===== src/rtl/pwm_multi.sv =====
// Multi-channel PWM generator: one shared period counter, per-channel duty and polarity,
// with duty/period updates double-buffered and applied only at a period boundary.
module pwm_multi #(
    parameter int CBITS = 10,
    parameter int NCH   = 4,
    localparam int CHW  = (NCH > 1) ? $clog2(NCH) : 1
) (
    input  logic             clk,
    input  logic             rst_n,
    input  logic             en,
    input  logic [CBITS-1:0] period,
    input  logic             duty_wr,
    input  logic [CHW-1:0]   duty_ch,
    input  logic [CBITS-1:0] duty_val,
    input  logic [NCH-1:0]   invert,
    output logic [NCH-1:0]   pwm_out,
    output logic             period_start,
    output logic [NCH-1:0]   upd_pending
);

    localparam logic [CHW:0] NCH_L = (CHW + 1)'(NCH);

    logic [CBITS-1:0] cnt_q, cnt_d;
    logic [CBITS-1:0] per_q, per_d;
    logic [CBITS-1:0] duty_sh_q  [NCH];
    logic [CBITS-1:0] duty_sh_d  [NCH];
    logic [CBITS-1:0] duty_act_q [NCH];
    logic [CBITS-1:0] duty_act_d [NCH];
    logic [NCH-1:0]   pend_q, pend_d;
    logic [NCH-1:0]   pwm_q, pwm_d;
    logic             ps_q, ps_d;
    logic             xfer;
    logic             wr_ok;

    // Idle behaves as a permanent boundary so a restart always begins with fresh values.
    assign xfer  = !en || (cnt_q == per_q);
    assign wr_ok = duty_wr && ({1'b0, duty_ch} < NCH_L);

    always_comb begin
        cnt_d      = cnt_q;
        per_d      = per_q;
        duty_sh_d  = duty_sh_q;
        duty_act_d = duty_act_q;
        pend_d     = pend_q;
        pwm_d      = pwm_q;
        ps_d       = ps_q;

        if (xfer) begin
            cnt_d      = '0;
            per_d      = period;
            duty_act_d = duty_sh_q;
            pend_d     = '0;
        end else begin
            cnt_d = cnt_q + 1'b1;
        end

        if (en) begin
            for (int i = 0; i < NCH; i++) begin
                pwm_d[i] = (cnt_q < duty_act_q[i]) ^ invert[i];
            end
            ps_d = (cnt_q == '0);
        end else begin
            pwm_d = invert;
            ps_d  = 1'b0;
        end

        // A write coinciding with a transfer lands in the shadow after the old value moved.
        if (wr_ok) begin
            duty_sh_d[duty_ch] = duty_val;
            pend_d[duty_ch]    = 1'b1;
        end
    end

    always_ff @(posedge clk) begin
        if (!rst_n) begin
            cnt_q  <= '0;
            per_q  <= '1;
            pend_q <= '0;
            pwm_q  <= '0;
            ps_q   <= 1'b0;
            for (int i = 0; i < NCH; i++) begin
                duty_sh_q[i]  <= '0;
                duty_act_q[i] <= '0;
            end
        end else begin
            cnt_q      <= cnt_d;
            per_q      <= per_d;
            pend_q     <= pend_d;
            pwm_q      <= pwm_d;
            ps_q       <= ps_d;
            duty_sh_q  <= duty_sh_d;
            duty_act_q <= duty_act_d;
        end
    end

    assign pwm_out      = pwm_q;
    assign period_start = ps_q;
    assign upd_pending  = pend_q;

endmodule

===== config.mk =====
export PLATFORM = sky130hd
export DESIGN_NAME = pwm_multi
export DESIGN_NICKNAME = d
export VERILOG_FILES = /design/src/rtl/pwm_multi.sv
export SDC_FILE = /design/constraint.sdc
export NUM_CORES = 1
export LEC_CHECK = 0
export BUFFER_PORTS_ARGS = -buffer_cell sky130_fd_sc_hd__buf_2
export CAP_MARGIN = 0
export CORE_UTILIZATION = 55
export CTS_CLUSTER_SIZE = 12
export DETAILED_ROUTE_END_ITERATION = 12
export PLACE_DENSITY = 0.83
export SLEW_MARGIN = 30
export SYNTH_ARGS = -nofsm -noshare
export SYNTH_HDL_FRONTEND = slang
export SYNTH_SLANG_ARGS = --single-unit

===== constraint.sdc =====
create_clock -name clk -period 2.42 [get_ports clk]
set_clock_uncertainty 0.1 [all_clocks]
set_input_delay 0.242 -clock clk [delete_from_list [all_inputs] [get_ports clk]]
set_output_delay 0.242 -clock clk [all_outputs]
set_load 0.01 [all_outputs]

Word-level counts from Yosys, hierarchy flattened
Cells that the tools add are included.
{"block": "op_classes", "addsub": 1, "order_cmp": 8, "n_eq_ne": 1, "muxes": 8, "bitwise_logic": 7, "n_reduce_logical": 7}
{"cell": "$bwmux W40", "count": 1}
{"cell": "$lt A10 B10 Y1", "count": 4}
{"cell": "$demux W10 S2", "count": 1}
{"cell": "$mux W4", "count": 3}
{"cell": "$add A10 B1 Y10 const B", "count": 1}
{"cell": "$eq A10 B10 Y1", "count": 1}
{"cell": "$logic_not A10 Y1", "count": 1}
{"cell": "$mux W10", "count": 1}
{"cell": "$or A4 B4 Y4", "count": 1}
{"cell": "$xor A1 B1 Y1", "count": 4}
{"cell": "$ge A3 B3 Y1 const B", "count": 1}
{"cell": "$lt A2 B3 Y1 const B", "count": 1}
{"cell": "$lt A3 B1 Y1 const B", "count": 1}
{"cell": "$not A2 Y3", "count": 1}
{"cell": "$demux W1 S2", "count": 1}
{"cell": "$ge A2 B1 Y1 const B", "count": 1}
{"cell": "$logic_and A1 B1 Y1", "count": 2}
{"cell": "$reduce_and A2 Y1", "count": 1}
{"cell": "$reduce_or A2 Y1", "count": 1}
{"cell": "$logic_not A1 Y1", "count": 1}
{"cell": "$logic_or A1 B1 Y1", "count": 1}
{"cell": "$mux W1", "count": 1}
{"cell": "$not A1 Y1", "count": 1}
{"block": "word_totals", "register_bits": 109, "inputBits": 30}

Depth between registers and ports, before layout
Gate-level depths: netlist of run 1.
{"block": "depth", "word_depth": 6, "ltp_mapped": 8, "ltp_nobuf": 7}

Least setup slack after synthesis of run 1
No wires, ideal clock.
{"block": "synth_timing", "kind": "reg2reg", "start": "register cnt_q[2]", "end": "register per_q[0]", "setup_time_ns": 0.129, "t_arrival_ns": 1.629, "slack_ns": 0.561, "path_stages_with_launch": 9, "n_path_buf": 3, "path_cell_list": "dfxtp_1 buf_2 xnor2_2 nand4_1 o31ai_2 buf_6 buf_6 mux2i_1 nand2_1"}
{"block": "synth_between", "elab_chain_len": 2}
{"element": "start, declared", "line": "23", "rtl": "logic [CBITS-1:0] cnt_q, cnt_d;"}
{"element": "start signal, assigned", "line": "86", "rtl": "cnt_q <= cnt_d;"}
{"element": "$eq A10 B10 Y1", "line": "36", "rtl": "assign xfer = !en || (cnt_q == per_q);"}
{"element": "$logic_or A1 B1 Y1", "line": "36"}
{"element": "end signal, assigned", "line": "87", "rtl": "per_q <= per_d;"}
{"element": "end, declared", "line": "24", "rtl": "logic [CBITS-1:0] per_q, per_d;"}
No other way between the ends.
A chain may end at the register's enable or synchronous reset.

Final worst setup path of run 1
{"block": "layout_timing", "start": "register cnt_q[3]", "end": "register per_q[8]"}
Same word-level chain as after synthesis.

==> reports/qor_table.md, run 1 <==
| Parameter | Reported | Unit |
| --- | --- | --- |
| Number of antenna violations at the first check in global routing | 0 | - |
| Routed wire length per instance | 16.5 | µm |
| Required @ worst endpoint | 2580 | ps |
| CP Capture Type | register | - |
| Overall Power | 3320 | µW |
| Slew at the pin with the worst max-slew slack | 545 | ps |
| Async set or reset register ratio after synthesis | 0 | % |
| Remaining max-slew budget at the tightest pin | 63.7 | % |
| Length in cells of the worst reg-to-reg path | 6 | - |
| Worst reg2reg endpoint | per_q[8] | - |
| Number of instances in the synthesized netlist | 540 | - |
| Antenna Diode Count | 0 | - |
| Leakage | 0.00240 | µW |
| Synth Cell Area | 5200 | µm² |
| Filler cell count | 731 | - |
| Number of placement rows | 35 | - |
| Starting Density | 56.6 | % |
| Number of global-route vias before repair | 3885 | - |
| Global-route total usage across every layer | 25.1 | % |
| Post-Synthesis Net Count | 608 | - |
| Mean instance size in the synthesized netlist | 9.64 | µm² |
| Kind of path behind the tightest hold check | primary input to register | - |
| Global-route wire length before repair | 19.2 | mm |
| Share of the synthesized area in the top cell type | 41.9 | % |
| Number of max-slew violations in the final report | 0 | - |
| Run status | completed | - |
| Part of the Yosys area used for sequential elements | 41.9 | % |
| Detailed-route via count | 3917 | - |
| Total iterations of the first detailed-routing run | 4 | - |
| Flip-flop and latch count after synthesis | 109 | - |
| Routed via count divided by cell count | 5.57 | - |
| Largest cells by area after synthesis | sky130_fd_sc_hd__dfxtp_1 (42%), sky130_fd_sc_hd__mux2i_1 (13%), sky130_fd_sc_hd__ha_1 (9.1%) | - |
| Clock tree from TritonCTS | yes | - |
| First DRT Iteration DRCs | 152 | - |
| Clock slew at the register clock pins of the worst setup and hold paths | 110 | ps |
| Post-synthesis share of cell area spent on xor and xnor gates | 3.17 | % |
| Largest net degree at the start of global routing | 40 | - |
| Final setup violating endpoints | 0 | - |
| Setup repair after global routing missed its margin | no | - |
| Number of setup buffers added after CTS | 0 | - |
| Arrival time of the worst setup path | 2440 | ps |
| Syn-to-layout area delta | 11.7 | % |
| Max IR drop VDD | 0.258 | mV |
| Cell type with the largest total area after synthesis | sky130_fd_sc_hd__dfxtp_1 | - |
| Fraction of the mapped netlist area in simple logic gates | 17.7 | % |
| Fraction of final layout cells with drive strength greater than 1 | 12.0 | % |
| Post-route DRC | 0 | - |
| Compound-Gate Fraction of Synth Area | 8.20 | % |
| Overall die area | 9850 | µm² |
| Top-level port count | 39 | - |
| Cell variety after synth | 35 | - |
| Min Clock Period, post-route | 2270 | ps |
| Multiplexer fraction of the synthesized cell area | 13.5 | % |
| Sort of element at the start of the critical path | register | - |
| Final-report hold violation count | 0 | - |
| Floorplan die height | 99.3 | µm |
| Timing endpoint of the critical path | per_q[8] | - |
| Maximum clock frequency | 440 | MHz |
| Slack of the worst reg-to-reg path | 150 | ps |
| Count of flip-flops with a built-in enable after synthesis | 0 | - |
| Net total in the final layout | 656 | - |
| Width of the die | 99.3 | µm |
| Crit path launch | cnt_q[3] | - |
| Residual antenna-violating net count after detailed routing | 0 | - |
| IO Port Bufs | 38 | - |
| Fraction of the cycle the final worst path needs | 93.9 | % |
| Startpoint-to-endpoint class of the critical path | register to register | - |
| Biggest fanout along the worst timing path | 24 | - |
| H-tree depth | 3 | - |
| Adder and majority cell fraction of the synthesized area | 9.14 | % |
| Most used flip-flop cell after synthesis | sky130_fd_sc_hd__dfxtp_1 | - |
| Sum of overflow across all layers after global routing | 0 | - |
| Yosys warnings | 0 | - |
| Cell area power density | 572 | nW/µm² |
| Clock latency reported for the late side of the worst-skew pair | 370 | ps |
| Total CTS buffers | 9 | - |
| Placed wire-length estimate | 8.09 | mm |
| Clock root buffer | sky130_fd_sc_hd__clkbuf_8 | - |
| Maximum count of clock buffers along a single path | 2 | - |
| Total routed wirelength | 11.6 | mm |
| Crit Reg-Reg Startpoint | cnt_q[3] | - |
| Number of sinks handled by clock tree synthesis | 109 | - |
| Area of the core region | 9200 | µm² |
| Sum of negative setup slack | 0 | ps |
| Last weighted congestion value of the routability-driven placer | 0.806 | - |
| Combinational family with the most area after synthesis | simple AND/OR/NAND/NOR gates | - |
| Number of max-capacitance violations reported | 0 | - |
cells by family after synthesis:
kind of cell,after synthesis
multiplexers,70
XOR/XNOR,18
flip-flops,109
adder cells (fa/ha/maj),38
AO/OA/AOI/OAI,62
buffers and inverters,67
AND/OR/NAND/NOR,176
placed cells by master (no fill, tap or decap), types with 7 or more instances in the layout:
cell type / netlist / layout
sky130_fd_sc_hd__buf_2: 3 / 38
sky130_fd_sc_hd__o21ai_0: 8 / 8
sky130_fd_sc_hd__a21boi_0: 20 / 20
sky130_fd_sc_hd__mux2i_1: 70 / 70
sky130_fd_sc_hd__xor2_1: 7 / 7
sky130_fd_sc_hd__ha_1: 38 / 38
sky130_fd_sc_hd__dfxtp_1: 109 / 109
sky130_fd_sc_hd__xnor2_1: 10 / 10
sky130_fd_sc_hd__nand2_1: 52 / 52
sky130_fd_sc_hd__nand3_1: 12 / 12
sky130_fd_sc_hd__dlygate4sd3_1: 0 / 10
sky130_fd_sc_hd__nor2_1: 12 / 12
sky130_fd_sc_hd__nand4_1: 11 / 11
sky130_fd_sc_hd__nor2b_1: 65 / 65
sky130_fd_sc_hd__a21oi_1: 12 / 12
sky130_fd_sc_hd__clkbuf_8: 0 / 9
sky130_fd_sc_hd__buf_4: 0 / 10
sky130_fd_sc_hd__inv_1: 43 / 43
cells in the mapped netlist (2+ instances only):
cell	instances
sky130_fd_sc_hd__a211oi_1	4
sky130_fd_sc_hd__a21boi_0	20
sky130_fd_sc_hd__a21o_1	4
sky130_fd_sc_hd__a21oi_1	12
sky130_fd_sc_hd__and2_1	3
sky130_fd_sc_hd__and3_1	4
sky130_fd_sc_hd__buf_12	3
sky130_fd_sc_hd__buf_2	3
sky130_fd_sc_hd__buf_6	2
sky130_fd_sc_hd__clkbuf_1	15
sky130_fd_sc_hd__dfxtp_1	109
sky130_fd_sc_hd__ha_1	38
sky130_fd_sc_hd__inv_1	43
sky130_fd_sc_hd__mux2i_1	70
sky130_fd_sc_hd__nand2_1	52
sky130_fd_sc_hd__nand2b_1	4
sky130_fd_sc_hd__nand3_1	12
sky130_fd_sc_hd__nand4_1	11
sky130_fd_sc_hd__nor2_1	12
sky130_fd_sc_hd__nor2b_1	65
sky130_fd_sc_hd__nor3_1	4
sky130_fd_sc_hd__nor4_1	6
sky130_fd_sc_hd__o21a_1	5
sky130_fd_sc_hd__o21ai_0	8
sky130_fd_sc_hd__o21ai_1	3
sky130_fd_sc_hd__o31a_1	4
sky130_fd_sc_hd__xnor2_1	10
sky130_fd_sc_hd__xor2_1	7
how the worst min path moves through the flow:
stage,from,to,cells after the start
global placement,duty_sh_q[0],duty_sh_q[0],2
floorplan,period[0],per_q[0],2
detailed placement,duty_sh_q[20],duty_sh_q[20],2
global route,duty_val[3],duty_sh_q[3],3
finish,duty_val[4],duty_sh_q[24],3
CTS,duty_val[4],duty_sh_q[24],3
flip-flops by register name, summed over array words and instances (netlist names):
| register | flops |
|---|---|
| duty_act_q | 40 |
| duty_sh_q | 40 |
| cnt_q | 10 |
| per_q | 10 |
| pwm_out | 4 |
| upd_pending | 4 |
| period_start | 1 |
report_power, final:
group / switching (µW) / internal [µW]
Clock: 624 / 484
Sequential: 30.6 / 1850
Combinational: 175 / 161
metal layers:
metal,vias to the layer above,global-route usage (%),wire length [µm]
met3,39,3.16,515
met2,119,42.2,5590
met1,1850,30.8,4930
met4,0,14.9,532
met5,-,0,0
li1,1909,-,-
area by class of cell:
type | count | area [µm²] | area share [%]
inverters | 43 | 161 | 2.78
clock inverters | 6 | 73.8 | 1.27
repair buffers | 61 | 425 | 7.32
well taps | 111 | 139 | 2.39
flip-flops and latches | 109 | 2180 | 37.6
multi-input cells | 364 | 2710 | 46.6
clock buffers | 9 | 124 | 2.13
worst max-delay path, cell delays in order, from the launching register on:
cell	delay (ps)
sky130_fd_sc_hd__dfxtp_1	670
sky130_fd_sc_hd__xnor2_1	180
sky130_fd_sc_hd__nand4_1	220
sky130_fd_sc_hd__o31ai_4	390
sky130_fd_sc_hd__buf_12	250
sky130_fd_sc_hd__mux2i_1	280
sky130_fd_sc_hd__nand2_1	70
what timing repair did:
action	in CTS	in global routing
resized for setup	0	0
hold buffers	10	0
endpoints found under the hold margin	10	0
per-stage QoR:
stage,utilization (%),cells,setup slack (ps),hold WS [ps],area [µm²]
after floorplan,-,540,561,270,5200
after global placement,59.9,678,283,349,5510
after detailed placement,59.9,678,202,359,5510
after CTS,63.2,703,182,57.3,5810
after global routing,63.2,703,53.9,67.4,5810
final,63.2,703,147,59.3,5810
Power figures use the tool's default switching activity.
==> inputs of run 2 (changes only) <==
--- a/config.mk
+++ b/config.mk
@@ -7,10 +7,10 @@
 export LEC_CHECK = 0
 export BUFFER_PORTS_ARGS = -buffer_cell sky130_fd_sc_hd__buf_2
 export CAP_MARGIN = 0
-export CORE_UTILIZATION = 55
+export CORE_UTILIZATION = 40
 export CTS_CLUSTER_SIZE = 12
 export DETAILED_ROUTE_END_ITERATION = 12
-export PLACE_DENSITY = 0.83
+export PLACE_DENSITY = 0.66
 export SLEW_MARGIN = 30
 export SYNTH_ARGS = -nofsm -noshare
 export SYNTH_HDL_FRONTEND = slang
==> reports/qor_table.md, run 2 (synthesized netlist as in run 1, its figures left out) <==
| Parameter | Reported | Unit | Delta |
| --- | --- | --- | --- |
| Global-route wire length before repair | 19.1 | mm | -0.61% |
| Syn-to-layout area delta | 13.3 | % |  |
| Leakage | 0.00242 | µW | +0.80% |
| Fraction of the cycle the final worst path needs | 79.4 | % | -14 points |
| Width of the die | 116 | µm | +17% |
| H-tree depth | 3 | - | unchanged |
| Placed wire-length estimate | 8.46 | mm | +4.6% |
| Floorplan die height | 116 | µm | +17% |
| Total CTS buffers | 9 | - | unchanged |
| Routed met3 length | 409 | µm | -21% |
| Startpoint of the worst hold path | period[8] | - |  |
| Number of placement rows | 41 | - | +17% |
| Setup repair after global routing missed its margin | no | - |  |
| Antenna Diode Count | 0 | - | unchanged |
| Required @ worst endpoint | 2560 | ps | -20 ps |
| CP Capture Type | register | - |  |
| Starting Density | 41.1 | % | -16 points |
| Total routed wirelength | 11.6 | mm | +0.35% |
| Maximum count of clock buffers along a single path | 2 | - | unchanged |
| Number of global-route vias before repair | 3758 | - | -3.3% |
| Number of setup buffers added after CTS | 0 | - | unchanged |
| Global-route total usage across every layer | 18.9 | % | -6.2 points |
| Crit Reg-Reg Startpoint | cnt_q[7] | - |  |
| Arrival time of the worst setup path | 2070 | ps | -370 ps |
| Clock tree from TritonCTS | yes | - |  |
| Slack of the worst reg-to-reg path | 500 | ps | +350 ps |
| Leading registers by flop count | duty_act_q x40, duty_sh_q x40 | - |  |
| Routed via count divided by cell count | 4.96 | - | -11% |
| Sort of element at the start of the critical path | register | - |  |
| Max IR drop VDD | 0.328 | mV | +27% |
| Area of the core region | 12700 | µm² | +38% |
| Register cell area after layout | 2180 | µm² | unchanged |
| Top layer used by detailed routing | met4 | - |  |
| Number of antenna violations at the first check in global routing | 0 | - | unchanged |
| Overall die area | 13500 | µm² | +37% |
| Clock root buffer | sky130_fd_sc_hd__clkbuf_16 | - |  |
| Most common library cell in the layout ignoring fill and taps | sky130_fd_sc_hd__dfxtp_1 | - |  |
| Detailed-route via count | 3778 | - | -3.5% |
| Multi-input gate area | 2710 | µm² | unchanged |
| Last weighted congestion value of the routability-driven placer | 0.817 | - | +1.4% |
| Total iterations of the first detailed-routing run | 4 | - | unchanged |
| Clock slew at the register clock pins of the worst setup and hold paths | 70 | ps | -40 ps |
| Sink of the worst hold path | per_q[8] | - |  |
| Final setup violating endpoints | 0 | - | unchanged |
| Maximum clock frequency | 520 | MHz | +18% |
| Wl on met1 | 5.36 | mm | +8.6% |
| Number of max-slew violations in the final report | 0 | - | unchanged |
| Sum of negative setup slack | 0 | ps | unchanged |
| Final-report hold violation count | 0 | - | unchanged |
| Sum of overflow across all layers after global routing | 0 | - | unchanged |
| Top-level port count | 39 | - | unchanged |
| Worst reg2reg endpoint | duty_act_q[13] | - |  |
| Number of sinks handled by clock tree synthesis | 109 | - | unchanged |
| Cell area power density | 612 | nW/µm² | +7.1% |
| Net total in the final layout | 652 | - | -0.61% |
| Min Clock Period, post-route | 1920 | ps | -350 ps |
| Post-CTS Hold Fix Bufs | 0 | - | -10 |
| Filler cell count | 1221 | - | +67% |
| Run status | completed | - |  |
| Post-route DRC | 0 | - | unchanged |
| Biggest fanout along the worst timing path | 14 | - | -42% |
| Number of max-capacitance violations reported | 0 | - | unchanged |
| Fraction of final layout cells with drive strength greater than 1 | 13.1 | % | +1.1 points |
| Routed wire length per instance | 15.3 | µm | -7.3% |
| Slew at the pin with the worst max-slew slack | 559 | ps | +14.6 ps |
| First DRT Iteration DRCs | 164 | - | +7.9% |
| IO Port Bufs | 38 | - | unchanged |
| WL met2 | 5.42 | mm | -3.1% |
| Residual antenna-violating net count after detailed routing | 0 | - | unchanged |
| Length in cells of the worst reg-to-reg path | 6 | - | unchanged |
| Total of cells resized after clock tree synthesis | 0 | - | unchanged |
| Hold Path Stages | 3 | - | unchanged |
| Largest net degree at the start of global routing | 68 | - | +70% |
| Startpoint-to-endpoint class of the critical path | register to register | - |  |
| Clock latency reported for the late side of the worst-skew pair | 350 | ps | -20 ps |
| Remaining max-slew budget at the tightest pin | 62.6 | % | -1.1 points |
| Worst slack on hold paths | 10.4 | ps | -48.9 ps |
| Most frequent cells in the layout | sky130_fd_sc_hd__dfxtp_1 (109), sky130_fd_sc_hd__mux2i_1 (70), sky130_fd_sc_hd__nor2b_1 (65) | - |  |
| Kind of path behind the tightest hold check | primary input to register | - |  |
-- run 2: cell types whose count changed in the layout (fill, tap and decap cells not counted) --
cell / before / now
sky130_fd_sc_hd__buf_4: 10 / 18
sky130_fd_sc_hd__dlygate4sd3_1: 10 / 0
sky130_fd_sc_hd__clkbuf_8: 9 / 2
sky130_fd_sc_hd__inv_8: 1 / 0
sky130_fd_sc_hd__clkbuf_16: 0 / 9
sky130_fd_sc_hd__inv_6: 0 / 1
sky130_fd_sc_hd__clkinvlp_4: 2 / 3
sky130_fd_sc_hd__bufinv_16: 1 / 0
sky130_fd_sc_hd__clkinv_4: 2 / 0
sky130_fd_sc_hd__buf_12: 3 / 1
sky130_fd_sc_hd__clkbuf_1: 0 / 1
-- run 2: per-layer routing --
metal  up-vias  track usage, %
met5         -               0
li1       1901               -
met3        28            3.29
met2        80            31.0
met4         0            10.3
met1      1769            23.5
-- run 2: how the worst max path moves through the flow --
| stage | start | end | slack (ps) | cells past startpoint |
|---|---|---|---|---|
| 6_report | cnt_q[7] | duty_act_q[13] | 500 | 6 |
| 3_5_place_dp | cnt_q[7] | duty_act_q[13] | 510 | 6 |
| 2_1_floorplan | cnt_q[2] | per_q[0] | 560 | 8 |
| 3_3_place_gp | cnt_q[7] | duty_act_q[31] | 530 | 6 |
| 5_1_grt | cnt_q[7] | duty_act_q[1] | 340 | 6 |
| 4_1_cts | cnt_q[7] | duty_act_q[13] | 500 | 6 |
-- run 2: cell type report --
| type | count | area share, % |
|---|---|---|
| Tap cell | 172 | 3.65 |
| Clock buffer | 12 | 4.35 |
| Multi-Input combinational cell | 364 | 45.9 |
| Inverter | 43 | 2.74 |
| Sequential cell | 109 | 37.0 |
| Timing Repair Buffer | 57 | 5.86 |
| Clock inverter | 4 | 0.530 |
-- run 2: critical path: stages (launching register included) --
cell,delay [ps]
sky130_fd_sc_hd__dfxtp_1,410
sky130_fd_sc_hd__xnor2_1,150
sky130_fd_sc_hd__nand4_1,200
sky130_fd_sc_hd__o31ai_4,350
sky130_fd_sc_hd__buf_4,320
sky130_fd_sc_hd__mux2i_1,220
sky130_fd_sc_hd__nor2b_1,70
-- run 2: power by group --
group          total (µW)  internal [µW]  switching, µW
registers            1880           1850           29.9
clock network        1420            759            659
logic                 315            147            168
-- run 2: metrics by stage --
step / cell area (µm²) / util (%) / cells / total power, µW / worst slack, ps
6_report: 5900 / 46.5 / 761 / 3610 / 497
5_1_grt: 5900 / 46.5 / 761 / 3770 / 342
4_1_cts: 5900 / 46.5 / 761 / 3650 / 500
3_5_place_dp: 5610 / 44.3 / 745 / 2230 / 512
3_3_place_gp: 5610 / 44.3 / 745 / 2230 / 529
2_1_floorplan: 5200 / - / 540 / 2130 / 561
==> inputs of run 3 (changes only) <==
==> constraint.sdc (replaced) <==
create_clock -name clk -period 1.8 [get_ports clk]
set_clock_uncertainty 0.1 [all_clocks]
set_input_delay 0.18 -clock clk [delete_from_list [all_inputs] [get_ports clk]]
set_output_delay 0.18 -clock clk [all_outputs]
set_load 0.01 [all_outputs]
==> reports/qor_table.md, run 3 (synthesized netlist as in run 1, its figures left out) <==
| Parameter | Reported | Unit | Delta |
| --- | --- | --- | --- |
| Run status | finished with violations | - |  |
| Failing checks | setup timing | - |  |
| H-tree depth | 3 | - | unchanged |
| Clock slew at the register clock pins of the worst setup and hold paths | 70 | ps | about the same |
| Post-route DRC | 0 | - | unchanged |
| Cell area reported after detailed placement | 5790 | µm² | +3.3% |
| Met1 GRT Util | 22.2 | % | -1.3 points |
| Global-route met3 utilization | 5.13 | % | +1.8 points |
| Crit Reg-Reg Startpoint | per_q[6] | - |  |
| Startpoint-to-endpoint class of the critical path | register to register | - |  |
| Maximum clock frequency | 534 | MHz | +2.7% |
| Final-report hold violation count | 0 | - | unchanged |
| Detailed-route via count | 3908 | - | +3.4% |
| Top-level port count | 39 | - | unchanged |
| Clock latency reported for the late side of the worst-skew pair | 350 | ps | about the same |
| Width of the die | 116 | µm | unchanged |
| Residual antenna-violating net count after detailed routing | 0 | - | unchanged |
| Global-route wire length before repair | 19.4 | mm | +1.7% |
| Routed via count divided by cell count | 4.97 | - | about the same |
| Arrival time of the worst setup path | 2010 | ps | -60 ps |
| Buffers and inverters on the worst path | 2 | - | +1 |
| IO Port Bufs | 38 | - | unchanged |
| Post-Layout Inst Area | 6430 | µm² | +9.1% |
| Floorplan die height | 116 | µm | unchanged |
| Routed wire length per instance | 15.8 | µm | +3.2% |
| Maximum count of clock buffers along a single path | 2 | - | unchanged |
| Number of global-route vias before repair | 3895 | - | +3.6% |
| Number of antenna violations at the first check in global routing | 0 | - | unchanged |
| Antenna Diode Count | 0 | - | unchanged |
| Overall Power | 5340 | µW | +48% |
| Family with the most delay on the worst path | compound AO/OA/AOI/OAI gates | - |  |
| Cell seen most often among critical-path stages | sky130_fd_sc_hd__buf_12 | - |  |
| Final Instance Count excl. Fillers | 787 | - | +3.4% |
| Peak-usage layer in the global routing report | met2 | - |  |
| Last weighted congestion value of the routability-driven placer | 0.825 | - | +0.91% |
| Number of max-capacitance violations reported | 0 | - | unchanged |
| Slack of the worst reg-to-reg path | -70 | ps | -570 ps |
| Total instance count after detailed placement | 759 | - | +1.9% |
| Total CTS buffers | 9 | - | unchanged |
| Clock tree from TritonCTS | yes | - |  |
| Kind of path behind the tightest hold check | primary input to register | - |  |
| Max IR drop VDD | 0.519 | mV | +58% |
| Sum of overflow across all layers after global routing | 0 | - | unchanged |
| Worst reg2reg endpoint | duty_act_q[12] | - |  |
| Total iterations of the first detailed-routing run | 4 | - | unchanged |
| Net total in the final layout | 678 | - | +4.0% |
| Setup repair after global routing missed its margin | yes | - |  |
| Leading registers by flop count | duty_act_q x40, duty_sh_q x40 | - |  |
| Most frequent cells in the layout | sky130_fd_sc_hd__dfxtp_1 (97), sky130_fd_sc_hd__mux2i_1 (70), sky130_fd_sc_hd__nor2b_1 (65) | - |  |
| Length in cells of the worst reg-to-reg path | 7 | - | +1 |
| Required @ worst endpoint | 1940 | ps | -620 ps |
| Total routed wirelength | 12.4 | mm | +6.7% |
| Biggest fanout along the worst timing path | 11 | - | -3 |
| Cell area power density | 830 | nW/µm² | +36% |
| Starting Density | 41.1 | % | unchanged |
| Minimum setup slack in the final design | -72.7 | ps | -570 ps |
| Sum of negative setup slack | -1210 | ps | -1210 ps |
| CP max stage delay | 340 | ps | -70 ps |
| Startpoint of the worst hold path | duty_val[6] | - |  |
| Critical-path cell list | xnor2_1 > nand4_1 > o31ai_4 > buf_12 > buf_12 > mux2i_1 > nor2b_1 | - |  |
| CP Capture Type | register | - |  |
| Number of max-slew violations in the final report | 0 | - | unchanged |
| Largest net degree at the start of global routing | 74 | - | +8.8% |
| Sort of element at the start of the critical path | register | - |  |
| Hold Path Stages | 3 | - | unchanged |
| Number of sinks handled by clock tree synthesis | 109 | - | unchanged |
| Area of the core region | 12700 | µm² | unchanged |
| Slowest cell on the critical path | sky130_fd_sc_hd__o31ai_4 | - |  |
| Final setup violating endpoints | 37 | - | +37 |
| Overall die area | 13500 | µm² | unchanged |
| Leakage | 0.00264 | µW | +9.0% |
| Fraction of final layout cells with drive strength greater than 1 | 20.2 | % | +7.1 points |
| Remaining max-slew budget at the tightest pin | 64.9 | % | +2.3 points |
| Met2 Track Usage GR | 34.2 | % | +3.2 points |
| Placed wire-length estimate | 8.68 | mm | +2.5% |
| First DRT Iteration DRCs | 194 | - | +18% |
| Clock root buffer | sky130_fd_sc_hd__clkbuf_16 | - |  |
| Fraction of the cycle the final worst path needs | 104 | % | +25 points |
| Syn-to-layout area delta | 23.7 | % |  |
| Number of placement rows | 41 | - | unchanged |
| Global-route total usage across every layer | 19.5 | % | +0.63 points |
| Most common library cell in the layout ignoring fill and taps | sky130_fd_sc_hd__dfxtp_1 | - |  |
| Min Clock Period, post-route | 1870 | ps | -49.9 ps |
| Sink of the worst hold path | duty_sh_q[6] | - |  |
| Slew at the pin with the worst max-slew slack | 526 | ps | -33.7 ps |
run 3: changes by cell type in the layout (fill, tap and decap cells not counted), moves of 4 or more:
cell                            change
sky130_fd_sc_hd__buf_12             +6
sky130_fd_sc_hd__buf_4              +7
sky130_fd_sc_hd__dfxtp_1           -12
sky130_fd_sc_hd__dfxtp_2           +10
sky130_fd_sc_hd__dlygate4sd3_1     +10
sky130_fd_sc_hd__ha_1               -7
sky130_fd_sc_hd__ha_4               +7
sky130_fd_sc_hd__o21ai_0            -7
sky130_fd_sc_hd__o21ai_1            +4
run 3: routing by layer:
layer / vias up / wire length [µm]
met5: - / 0
met3: 29 / 465
met2: 67 / 6230
met1: 1863 / 5290
li1: 1949 / -
met4: 0 / 415
run 3: where the power goes:
group | switching (µW) | internal [µW] | leakage [µW] | total (µW)
Clock | 891 | 1440 | 0.000172 | 2330
Combinational | 245 | 242 | 0.00158 | 488
Sequential | 41.6 | 2480 | 0.000889 | 2520
Total | 1180 | 4160 | 0.00264 | 5340
run 3: how the worst max path moves through the flow:
stage,depth (start not counted),slack (ps),to,start
3_3_place_gp,7,-70,duty_act_q[35],cnt_q[7]
4_1_cts,7,-70,duty_act_q[21],per_q[6]
6_report,7,-70,duty_act_q[12],per_q[6]
5_1_grt,7,-180,duty_act_q[21],per_q[2]
2_1_floorplan,8,0.9,per_q[0],cnt_q[2]
3_5_place_dp,7,-120,duty_act_q[12],cnt_q[7]
run 3: worst min-delay path, stage by stage:
cell and delay [ps]:
sky130_fd_sc_hd__buf_2 130, sky130_fd_sc_hd__nand2_1 50, sky130_fd_sc_hd__a21boi_0 60
run 3: what timing repair did:
action                     CTS  global route
hold buffers                10             0
gates cloned                 0             1
resized for setup           13            27
setup endpoints to repair   65            66
pin swaps                    1             4
hold endpoints to repair    10             0
buffers inserted             0             1
run 3: layout make-up:
cell class              instances  area, µm²
multi-input cells             364       2850
clock inverters                 5        106
well taps                     172        215
inverters                      43        161
flip-flops and latches        109       2200
repair buffers                 83        646
clock buffers                  11        253
fillers                      1178       6240
run 3: through the flow:
stage               util [%]  hold WS, ps  worst slack [ps]
global route            50.8         19.0              -176
finish                  50.8         18.8             -72.7
CTS                     49.6         9.96             -67.3
floorplan                  -          208             0.894
detailed placement      45.7          303              -120
global placement        45.7          295             -67.4
